`src/rtl/pqp_control_fsm_pkg.sv`:
```
// -----------------------------------------------------------------------------
// pqp_control_fsm_pkg
// Shared definitions for the PQP control unit.
//   - opcode map (instr[15:12])
//   - FSM state encodings (3-bit, exposed on o_State)
//   - ALU operation codes and PC source select codes
//   - ctrl_t: bundle of every datapath control line the FSM drives
//   - helpers that classify opcodes
// -----------------------------------------------------------------------------
package pqp_control_fsm_pkg;

  // Opcode map
  localparam logic [3:0] OP_NOP  = 4'h0;
  localparam logic [3:0] OP_ADD  = 4'h1;
  localparam logic [3:0] OP_SUB  = 4'h2;
  localparam logic [3:0] OP_AND  = 4'h3;
  localparam logic [3:0] OP_OR   = 4'h4;
  localparam logic [3:0] OP_ADDI = 4'h5;
  localparam logic [3:0] OP_LW   = 4'h6;
  localparam logic [3:0] OP_SW   = 4'h7;
  localparam logic [3:0] OP_BEQ  = 4'h8;
  localparam logic [3:0] OP_JMP  = 4'h9;
  localparam logic [3:0] OP_HLT  = 4'hF;

  // FSM state encodings
  localparam logic [2:0] ST_IDLE   = 3'd0;
  localparam logic [2:0] ST_FETCH  = 3'd1;
  localparam logic [2:0] ST_DECODE = 3'd2;
  localparam logic [2:0] ST_EXEC   = 3'd3;
  localparam logic [2:0] ST_MEM    = 3'd4;
  localparam logic [2:0] ST_WB     = 3'd5;
  localparam logic [2:0] ST_HALT   = 3'd6;

  // ALU operation codes
  localparam logic [2:0] ALU_ADD = 3'd0;
  localparam logic [2:0] ALU_SUB = 3'd1;
  localparam logic [2:0] ALU_AND = 3'd2;
  localparam logic [2:0] ALU_OR  = 3'd3;

  // PC source select
  localparam logic [1:0] PC_INC    = 2'b00;
  localparam logic [1:0] PC_BRANCH = 2'b01;
  localparam logic [1:0] PC_JUMP   = 2'b10;

  // Every control line the FSM produces in one cycle.
  typedef struct packed {
    logic       mem_req;
    logic       mem_we;
    logic       addr_sel;
    logic       ir_write;
    logic       pc_write;
    logic [1:0] pc_sel;
    logic [2:0] alu_op;
    logic       alu_src_b;
    logic       reg_write;
    logic       wb_sel;
    logic       retired;
    logic       illegal;
    logic       halted;
  } ctrl_t;

  // Opcodes that need an EXEC cycle (everything defined except NOP/HLT).
  function automatic logic needs_exec(input logic [3:0] op);
    needs_exec = (op >= OP_ADD) && (op <= OP_JMP);
  endfunction

  // ALU code for the register-register group; anything else adds.
  function automatic logic [2:0] rr_alu_op(input logic [3:0] op);
    case (op)
      OP_SUB:  rr_alu_op = ALU_SUB;
      OP_AND:  rr_alu_op = ALU_AND;
      OP_OR:   rr_alu_op = ALU_OR;
      default: rr_alu_op = ALU_ADD;
    endcase
  endfunction

endpackage

```
`src/rtl/pqp_wait_timer.sv`:
```
// -----------------------------------------------------------------------------
// pqp_wait_timer
// Memory wait-state watchdog. Counts cycles while i_En is high; i_Clr returns
// the count to zero. o_Expired is high in a cycle where the request is still
// waiting and TIMEOUT waiting cycles have already elapsed, i.e. on the
// (TIMEOUT+1)-th consecutive cycle without an acknowledge.
// Ports:
//   i_Clk      clock, rising edge
//   i_Rst      asynchronous active-high reset
//   i_En       count this cycle (request pending, no ack)
//   i_Clr      clear the count (ack seen or no request pending)
//   o_Expired  wait limit reached this cycle
// -----------------------------------------------------------------------------
module pqp_wait_timer #(
  parameter int TIMEOUT = 15
) (
  input  logic i_Clk,
  input  logic i_Rst,
  input  logic i_En,
  input  logic i_Clr,
  output logic o_Expired
);

  localparam int W = (TIMEOUT < 1) ? 1 : $clog2(TIMEOUT + 1);
  localparam logic [W-1:0] LIMIT = W'(TIMEOUT);

  logic [W-1:0] r_cnt;

  // Saturates at LIMIT so the count can never wrap back under the limit.
  always_ff @(posedge i_Clk or posedge i_Rst) begin
    if (i_Rst) begin
      r_cnt <= '0;
    end else if (i_Clr) begin
      r_cnt <= '0;
    end else if (i_En && (r_cnt != LIMIT)) begin
      r_cnt <= r_cnt + 1'b1;
    end
  end

  assign o_Expired = i_En && (r_cnt == LIMIT);

endmodule

```
`src/rtl/pqp_control_fsm.sv`:
```
// -----------------------------------------------------------------------------
// pqp_control_fsm
// Multi-cycle control unit for the PQP processor. Walks each instruction
// through FETCH / DECODE / EXEC / MEM / WB and drives the datapath enables and
// muxes; owns the memory req/ack handshake and its watchdog.
//
// Memory handshake: o_MemReq is held high for as long as the FSM sits in FETCH
// or MEM; the request completes in the cycle i_MemAck is high, and only in that
// cycle do the completion strobes (IrWrite/PcWrite in FETCH, the MEM exit)
// fire. If no ack has arrived after TIMEOUT+1 request cycles, o_Fault is set
// and the FSM parks in HALT; an ack in that same cycle still wins.
//
// Ports:
//   i_Clk, i_Rst        clock, asynchronous active-high reset
//   i_Opcode[3:0]       instruction opcode from the IR
//   i_Zero              ALU zero flag (EXEC)
//   i_MemAck            memory completes the current request
//   o_MemReq/o_MemWe    memory request / write
//   o_AddrSel           memory address: 0 = PC, 1 = ALU result register
//   o_IrWrite           load IR
//   o_PcWrite/o_PcSel   load PC / PC source
//   o_AluOp/o_AluSrcB   ALU function / operand B source
//   o_RegWrite/o_WbSel  register write / write-back source
//   o_Retired           instruction completed (1-cycle pulse)
//   o_InstrCount        retired-instruction count (wraps)
//   o_Illegal           undefined opcode seen in DECODE (1-cycle pulse)
//   o_Halted            in HALT
//   o_Fault             sticky memory-watchdog fault
//   o_State             current FSM state
// -----------------------------------------------------------------------------
module pqp_control_fsm
  import pqp_control_fsm_pkg::*;
#(
  parameter int TIMEOUT = 15,
  parameter int CNT_W   = 16
) (
  input  logic             i_Clk,
  input  logic             i_Rst,
  input  logic [3:0]       i_Opcode,
  input  logic             i_Zero,
  input  logic             i_MemAck,
  output logic             o_MemReq,
  output logic             o_MemWe,
  output logic             o_AddrSel,
  output logic             o_IrWrite,
  output logic             o_PcWrite,
  output logic [1:0]       o_PcSel,
  output logic [2:0]       o_AluOp,
  output logic             o_AluSrcB,
  output logic             o_RegWrite,
  output logic             o_WbSel,
  output logic             o_Retired,
  output logic [CNT_W-1:0] o_InstrCount,
  output logic             o_Illegal,
  output logic             o_Halted,
  output logic             o_Fault,
  output logic [2:0]       o_State
);

  logic [2:0]       r_state;
  logic [2:0]       w_next;
  ctrl_t            w_ctrl;
  logic             w_set_fault;
  logic             w_wait_en;
  logic             w_expired;
  logic             r_fault;
  logic [CNT_W-1:0] r_count;

  // A request is waiting whenever we are in a memory state without an ack.
  // Any other situation (ack, or another state) clears the watchdog, so each
  // FETCH/MEM visit starts counting from zero.
  assign w_wait_en = ((r_state == ST_FETCH) || (r_state == ST_MEM)) && !i_MemAck;

  pqp_wait_timer #(
    .TIMEOUT (TIMEOUT)
  ) u_wait_timer (
    .i_Clk     (i_Clk),
    .i_Rst     (i_Rst),
    .i_En      (w_wait_en),
    .i_Clr     (!w_wait_en),
    .o_Expired (w_expired)
  );

  // State register; reset drops to IDLE asynchronously, which also forces
  // every state-derived output (including a pending MemReq) low at once.
  always_ff @(posedge i_Clk or posedge i_Rst) begin
    if (i_Rst) begin
      r_state <= ST_IDLE;
    end else begin
      r_state <= w_next;
    end
  end

  // Next-state and control decode.
  always_comb begin
    w_next      = r_state;
    w_ctrl      = '0;
    w_set_fault = 1'b0;
    case (r_state)
      ST_IDLE: begin
        w_next = ST_FETCH;
      end

      ST_FETCH: begin
        w_ctrl.mem_req  = 1'b1;
        w_ctrl.addr_sel = 1'b0;
        if (i_MemAck) begin
          w_ctrl.ir_write = 1'b1;
          w_ctrl.pc_write = 1'b1;
          w_ctrl.pc_sel   = PC_INC;
          w_next          = ST_DECODE;
        end else if (w_expired) begin
          w_set_fault = 1'b1;
          w_next      = ST_HALT;
        end
      end

      ST_DECODE: begin
        if (i_Opcode == OP_NOP) begin
          w_ctrl.retired = 1'b1;
          w_next         = ST_FETCH;
        end else if (i_Opcode == OP_HLT) begin
          w_ctrl.retired = 1'b1;
          w_next         = ST_HALT;
        end else if (needs_exec(i_Opcode)) begin
          w_next = ST_EXEC;
        end else begin
          w_ctrl.illegal = 1'b1;
          w_next         = ST_FETCH;
        end
      end

      ST_EXEC: begin
        case (i_Opcode)
          OP_ADD, OP_SUB, OP_AND, OP_OR: begin
            w_ctrl.alu_op    = rr_alu_op(i_Opcode);
            w_ctrl.alu_src_b = 1'b0;
            w_next           = ST_WB;
          end
          OP_ADDI: begin
            w_ctrl.alu_op    = ALU_ADD;
            w_ctrl.alu_src_b = 1'b1;
            w_next           = ST_WB;
          end
          OP_LW, OP_SW: begin
            // Effective address = base + imm, latched into the ALU result reg.
            w_ctrl.alu_op    = ALU_ADD;
            w_ctrl.alu_src_b = 1'b1;
            w_next           = ST_MEM;
          end
          OP_BEQ: begin
            w_ctrl.alu_op    = ALU_SUB;
            w_ctrl.alu_src_b = 1'b0;
            if (i_Zero) begin
              w_ctrl.pc_write = 1'b1;
              w_ctrl.pc_sel   = PC_BRANCH;
            end
            w_ctrl.retired = 1'b1;
            w_next         = ST_FETCH;
          end
          OP_JMP: begin
            w_ctrl.pc_write = 1'b1;
            w_ctrl.pc_sel   = PC_JUMP;
            w_ctrl.retired  = 1'b1;
            w_next          = ST_FETCH;
          end
          default: begin
            // Unreachable: DECODE only enters EXEC for the opcodes above.
            w_next = ST_FETCH;
          end
        endcase
      end

      ST_MEM: begin
        w_ctrl.mem_req  = 1'b1;
        w_ctrl.addr_sel = 1'b1;
        w_ctrl.mem_we   = (i_Opcode == OP_SW);
        if (i_MemAck) begin
          if (i_Opcode == OP_SW) begin
            w_ctrl.retired = 1'b1;
            w_next         = ST_FETCH;
          end else begin
            w_next = ST_WB;
          end
        end else if (w_expired) begin
          w_set_fault = 1'b1;
          w_next      = ST_HALT;
        end
      end

      ST_WB: begin
        w_ctrl.reg_write = 1'b1;
        w_ctrl.wb_sel    = (i_Opcode == OP_LW);
        w_ctrl.retired   = 1'b1;
        w_next           = ST_FETCH;
      end

      ST_HALT: begin
        w_ctrl.halted = 1'b1;
      end

      default: begin
        w_next = ST_IDLE;
      end
    endcase
  end

  // Sticky watchdog fault; only reset clears it.
  always_ff @(posedge i_Clk or posedge i_Rst) begin
    if (i_Rst) begin
      r_fault <= 1'b0;
    end else if (w_set_fault) begin
      r_fault <= 1'b1;
    end
  end

  // Retired-instruction counter, wraps naturally at 2^CNT_W.
  always_ff @(posedge i_Clk or posedge i_Rst) begin
    if (i_Rst) begin
      r_count <= '0;
    end else if (w_ctrl.retired) begin
      r_count <= r_count + 1'b1;
    end
  end

  assign o_MemReq     = w_ctrl.mem_req;
  assign o_MemWe      = w_ctrl.mem_we;
  assign o_AddrSel    = w_ctrl.addr_sel;
  assign o_IrWrite    = w_ctrl.ir_write;
  assign o_PcWrite    = w_ctrl.pc_write;
  assign o_PcSel      = w_ctrl.pc_sel;
  assign o_AluOp      = w_ctrl.alu_op;
  assign o_AluSrcB    = w_ctrl.alu_src_b;
  assign o_RegWrite   = w_ctrl.reg_write;
  assign o_WbSel      = w_ctrl.wb_sel;
  assign o_Retired    = w_ctrl.retired;
  assign o_Illegal    = w_ctrl.illegal;
  assign o_Halted     = w_ctrl.halted;
  assign o_InstrCount = r_count;
  assign o_Fault      = r_fault;
  assign o_State      = r_state;

endmodule

```
`config.mk`:
```
export PLATFORM = sky130hd
export DESIGN_NAME = pqp_control_fsm
export DESIGN_NICKNAME = d
export VERILOG_FILES = /design/src/rtl/pqp_control_fsm_pkg.sv /design/src/rtl/pqp_wait_timer.sv /design/src/rtl/pqp_control_fsm.sv
export SDC_FILE = /design/constraint.sdc
export NUM_CORES = 1
export LEC_CHECK = 0
export CORE_MARGIN = 5
export CORE_UTILIZATION = 42
export DETAILED_ROUTE_END_ITERATION = 8
export HOLD_SLACK_MARGIN = 0.06
export PLACE_DENSITY = 0.77
export SYNTH_ARGS = -nofsm -noshare
export SYNTH_HDL_FRONTEND = slang
export SYNTH_SLANG_ARGS = --single-unit
export TNS_END_PERCENT = 10
```
`constraint.sdc`:
```
create_clock -name i_Clk -period 2 [get_ports i_Clk]
set_input_delay 0.4 -clock i_Clk [delete_from_list [all_inputs] [get_ports i_Clk]]
set_output_delay 0.4 -clock i_Clk [all_outputs]
set_load 0.01 [all_outputs]
```
==> out/qor.txt, run 1 <==
Final Slew Violations: 0
mean cell area of the mapped netlist: 9.25 um^2
failing checks: negative setup slack
drt drc: 0
vias in the first global route: 1559
Net Switching: 843 uW
Final Critical Period: 2280 ps
Netlist Area Pre-Place: 1450 um^2
layout cell share with drive strength beyond 1: 37.5%
initial core utilization: 43.5%
Yosys cell types: 44
most frequent cells in the layout: 27 x buf_4, 24 x clkdlybuf4s50_1, 24 x dfrtp_1
clock buffer depth: 2
drt total wl: 4580 um
Peak VDD IR: 0.000766 V
critical path startpoint category: register
DRT iter0 DRCs: 92
Antenna Nets Post-Route: 0
Reg2Reg Depth: 9
worst reg2reg setup slack: -200 ps
Critical Path Fanout Max: 2
die span in x: 68.8 um
nets@finish: 243
Clock Latency Late Sink: 310 ps
critical path data arrival time: 1880 ps
HP Class: input pin to asynchronous set/reset pin
RSZ-0062 raised after global routing: yes
gr ovfl total: 0
initial antenna violation count: 0
vias per cell: 5.29
Max-slew headroom: 66.7%
routability cong.: 0.883
Syn Inst Count: 157
pwr/cell area: 994 nW/um^2
clock share of power: 14.4%
clock tree root driver cell: clkbuf_4
Die Area: 4730 um^2
vias: 1470
H-tree depth: 1
RR Startpoint: o_State[2]
Post-CTS Hold Buffers: 0
max_cap viols: 0
non-filler cells, final: 278
leakage power: 0.00113 uW
critical path type: register to output pin
Logic pwr share: 56.9%
share of the core filled with cells: 71.1%
die height: 68.8 um
Top-Level Pins: 44
CTS tree: done
Flop pwr share: 28.7%
wire per inst: 16.5 um
Sw Ratio: 35.8%
status: finished, violations left
first-pass GRT wire length: 6840 um
sequential element share of the synthesized area: 41.3%
Final Worst Setup Slack: -284 ps
ANT cells: 0
yosys warns: 0
P&R area growth vs syn: 63.3%
First-pass DRT Iterations: 4
R2R Path End: o_InstrCount[15]
Clock Pin Slew Worst Setup and Hold Paths: 130 ps
number of CTS-inserted buffers: 3
fin crit share: 114%
Core ar.: 3340 um^2
most common cell after layout, fill and taps aside: buf_4
Post-Place Cells: 267
Final Skew: 7.69 ps
I/O Buffers: 42
Total GRT Usage: 18.6%
row cnt: 21
Synth Net Count: 167
largest net degree at the start of global routing: 25
Fin. Hold Viols: 0
fmax: 438 MHz
Yosys reg bits: 24
endpoints failing setup: 28
Least-Margin Pin Slew: 499 ps
Critical Path RT: 1600 ps
Final HPWL DP: 3040 um
CTS Sinks: 24
number of fill cells in the layout: 258
Internal: 1510 uW
critical path capture point type: output pin
## routing by layer
metal / vias to the layer above / GRT usage, % / routed length [um]
li1: 688 / - / -
met1: 719 / 21.1 / 1750
met2: 53 / 36.0 / 2490
met3: 10 / 2.27 / 226
met4: 0 / 5.60 / 110
met5: - / 0 / 0
## area by class of cell
cell class	count	area (um^2)	share of cell area (%)
clock buffer	3	22.5	0.949
clock inverter	1	30.0	1.27
inverter	8	30.0	1.27
multi-input combinational	116	922	38.9
sequential	24	601	25.3
tap	46	57.6	2.43
timing repair buffer	80	709	29.9
## cell families (layout without fill, tap and decap cells)
logic type      Yosys count  in the layout  share of synthesized area (%)
flops                    24             24                           41.3
simple gates             74             74                           29.0
compound gates           19             19                           8.70
buf+inv                  17             92                           6.37
mux                       2              2                           1.72
xor+xnor                 18             18                           10.9
fa+ha+maj                 2              2                           1.72
other cells               1              1                          0.258
## worst max-delay path: stages (launching register included)
cell and delay (ps):
dfrtp_1 430, buf_6 120, or3b_4 400, nor3_4 190, a222oi_1 130, buf_4 160, inv_2 50, buf_6 90
## cells in the mapped netlist (all sizes together)
library cell / n / area, um^2
a311o: 1 / 10.0
buf: 6 / 51.3
nor2: 14 / 52.6
or4: 1 / 7.51
nand4: 2 / 12.5
nand3b: 1 / 7.51
nor4: 1 / 6.26
inv: 7 / 26.3
mux2i: 1 / 10.0
mux2: 1 / 15.0
a222oi: 1 / 10.0
a31o: 1 / 8.76
xnor2: 8 / 70.1
a21oi: 3 / 15.0
o32ai: 1 / 8.76
nor2b: 1 / 6.26
nor3: 16 / 105
nand2: 9 / 33.8
xor2: 10 / 87.6
dfrtp: 24 / 601
nor4b: 3 / 26.3
ha: 2 / 25.0
or3: 2 / 12.5
and2b: 1 / 7.51
nor3b: 3 / 27.5
o21bai: 3 / 22.5
conb: 1 / 3.75
and3: 2 / 12.5
or3b: 1 / 8.76
nand3: 9 / 45.0
clkinv: 1 / 3.75
o22ai: 2 / 12.5
o21ai: 5 / 25.0
o21a: 1 / 7.51
a31oi: 1 / 6.26
and2: 2 / 12.5
clkbuf: 3 / 11.3
nand2b: 6 / 37.5
## worst max path at each step
stage / startpoint / end / slack [ps] / cells after the start
finish: o_State[2] / o_Retired / -280 / 7
detailed placement: i_Opcode[1] / o_Retired / -750 / 7
floorplan: o_State[2] / o_Retired / -180 / 6
global route: o_State[2] / o_Retired / -370 / 7
CTS: o_State[2] / o_Retired / -290 / 7
global placement: i_Opcode[1] / o_Retired / -710 / 7
## metrics by stage
step	setup WS (ps)	total power (uW)	instance area, um^2	setup TNS (ps)	hold WS [ps]
2_1_floorplan	-182	1200	1450	-630	415
3_3_place_gp	-706	1710	2100	-10550	457
4_1_cts	-286	2190	2250	-1890	423
6_report	-284	2360	2370	-3160	423
5_1_grt	-374	2490	2370	-5030	459
3_5_place_dp	-745	1750	2100	-12040	462
## what timing repair did
item	CTS	global route
pin swaps	3	6
gates resized for setup	68	31
endpoints found under the setup margin	30	28
setup buffers	4	4
## state kept, by name, indices dropped and copies added (netlist names)
signal and cells:
o_InstrCount 16, o_State 3, o_Fault 1, u_wait_timer.r_cnt 4
## power by group through the flow
stage | logic [uW] | registers [uW] | clock network (uW)
floorplan | 501 | 704 | 0
global placement | 1040 | 668 | 0
detailed placement | 1080 | 676 | 0
CTS | 1170 | 670 | 348
global route | 1440 | 687 | 370
finish | 1340 | 677 | 339
No activity file was read; power rests on OpenSTA's default activity.
==> run 2, diff against run 1 <==
--- a/config.mk
+++ b/config.mk
@@ -7,6 +7,7 @@
 export LEC_CHECK = 0
 export CORE_MARGIN = 5
 export CORE_UTILIZATION = 42
+export CTS_CLUSTER_SIZE = 12
 export DETAILED_ROUTE_END_ITERATION = 8
 export HOLD_SLACK_MARGIN = 0.06
 export PLACE_DENSITY = 0.77
==> results of run 2 <==
The final DEF is identical to that of run 1; final timing and power are the same.
==> run 3, diff against run 2 <==
--- a/config.mk
+++ b/config.mk
@@ -7,9 +7,9 @@
 export LEC_CHECK = 0
 export CORE_MARGIN = 5
 export CORE_UTILIZATION = 42
+export CTS_CLUSTER_DIAMETER = 60
 export CTS_CLUSTER_SIZE = 12
 export DETAILED_ROUTE_END_ITERATION = 8
-export HOLD_SLACK_MARGIN = 0.06
 export PLACE_DENSITY = 0.77
 export SYNTH_ARGS = -nofsm -noshare
 export SYNTH_HDL_FRONTEND = slang
==> results of run 3 <==
The final DEF is identical to that of run 1; final timing and power are the same.
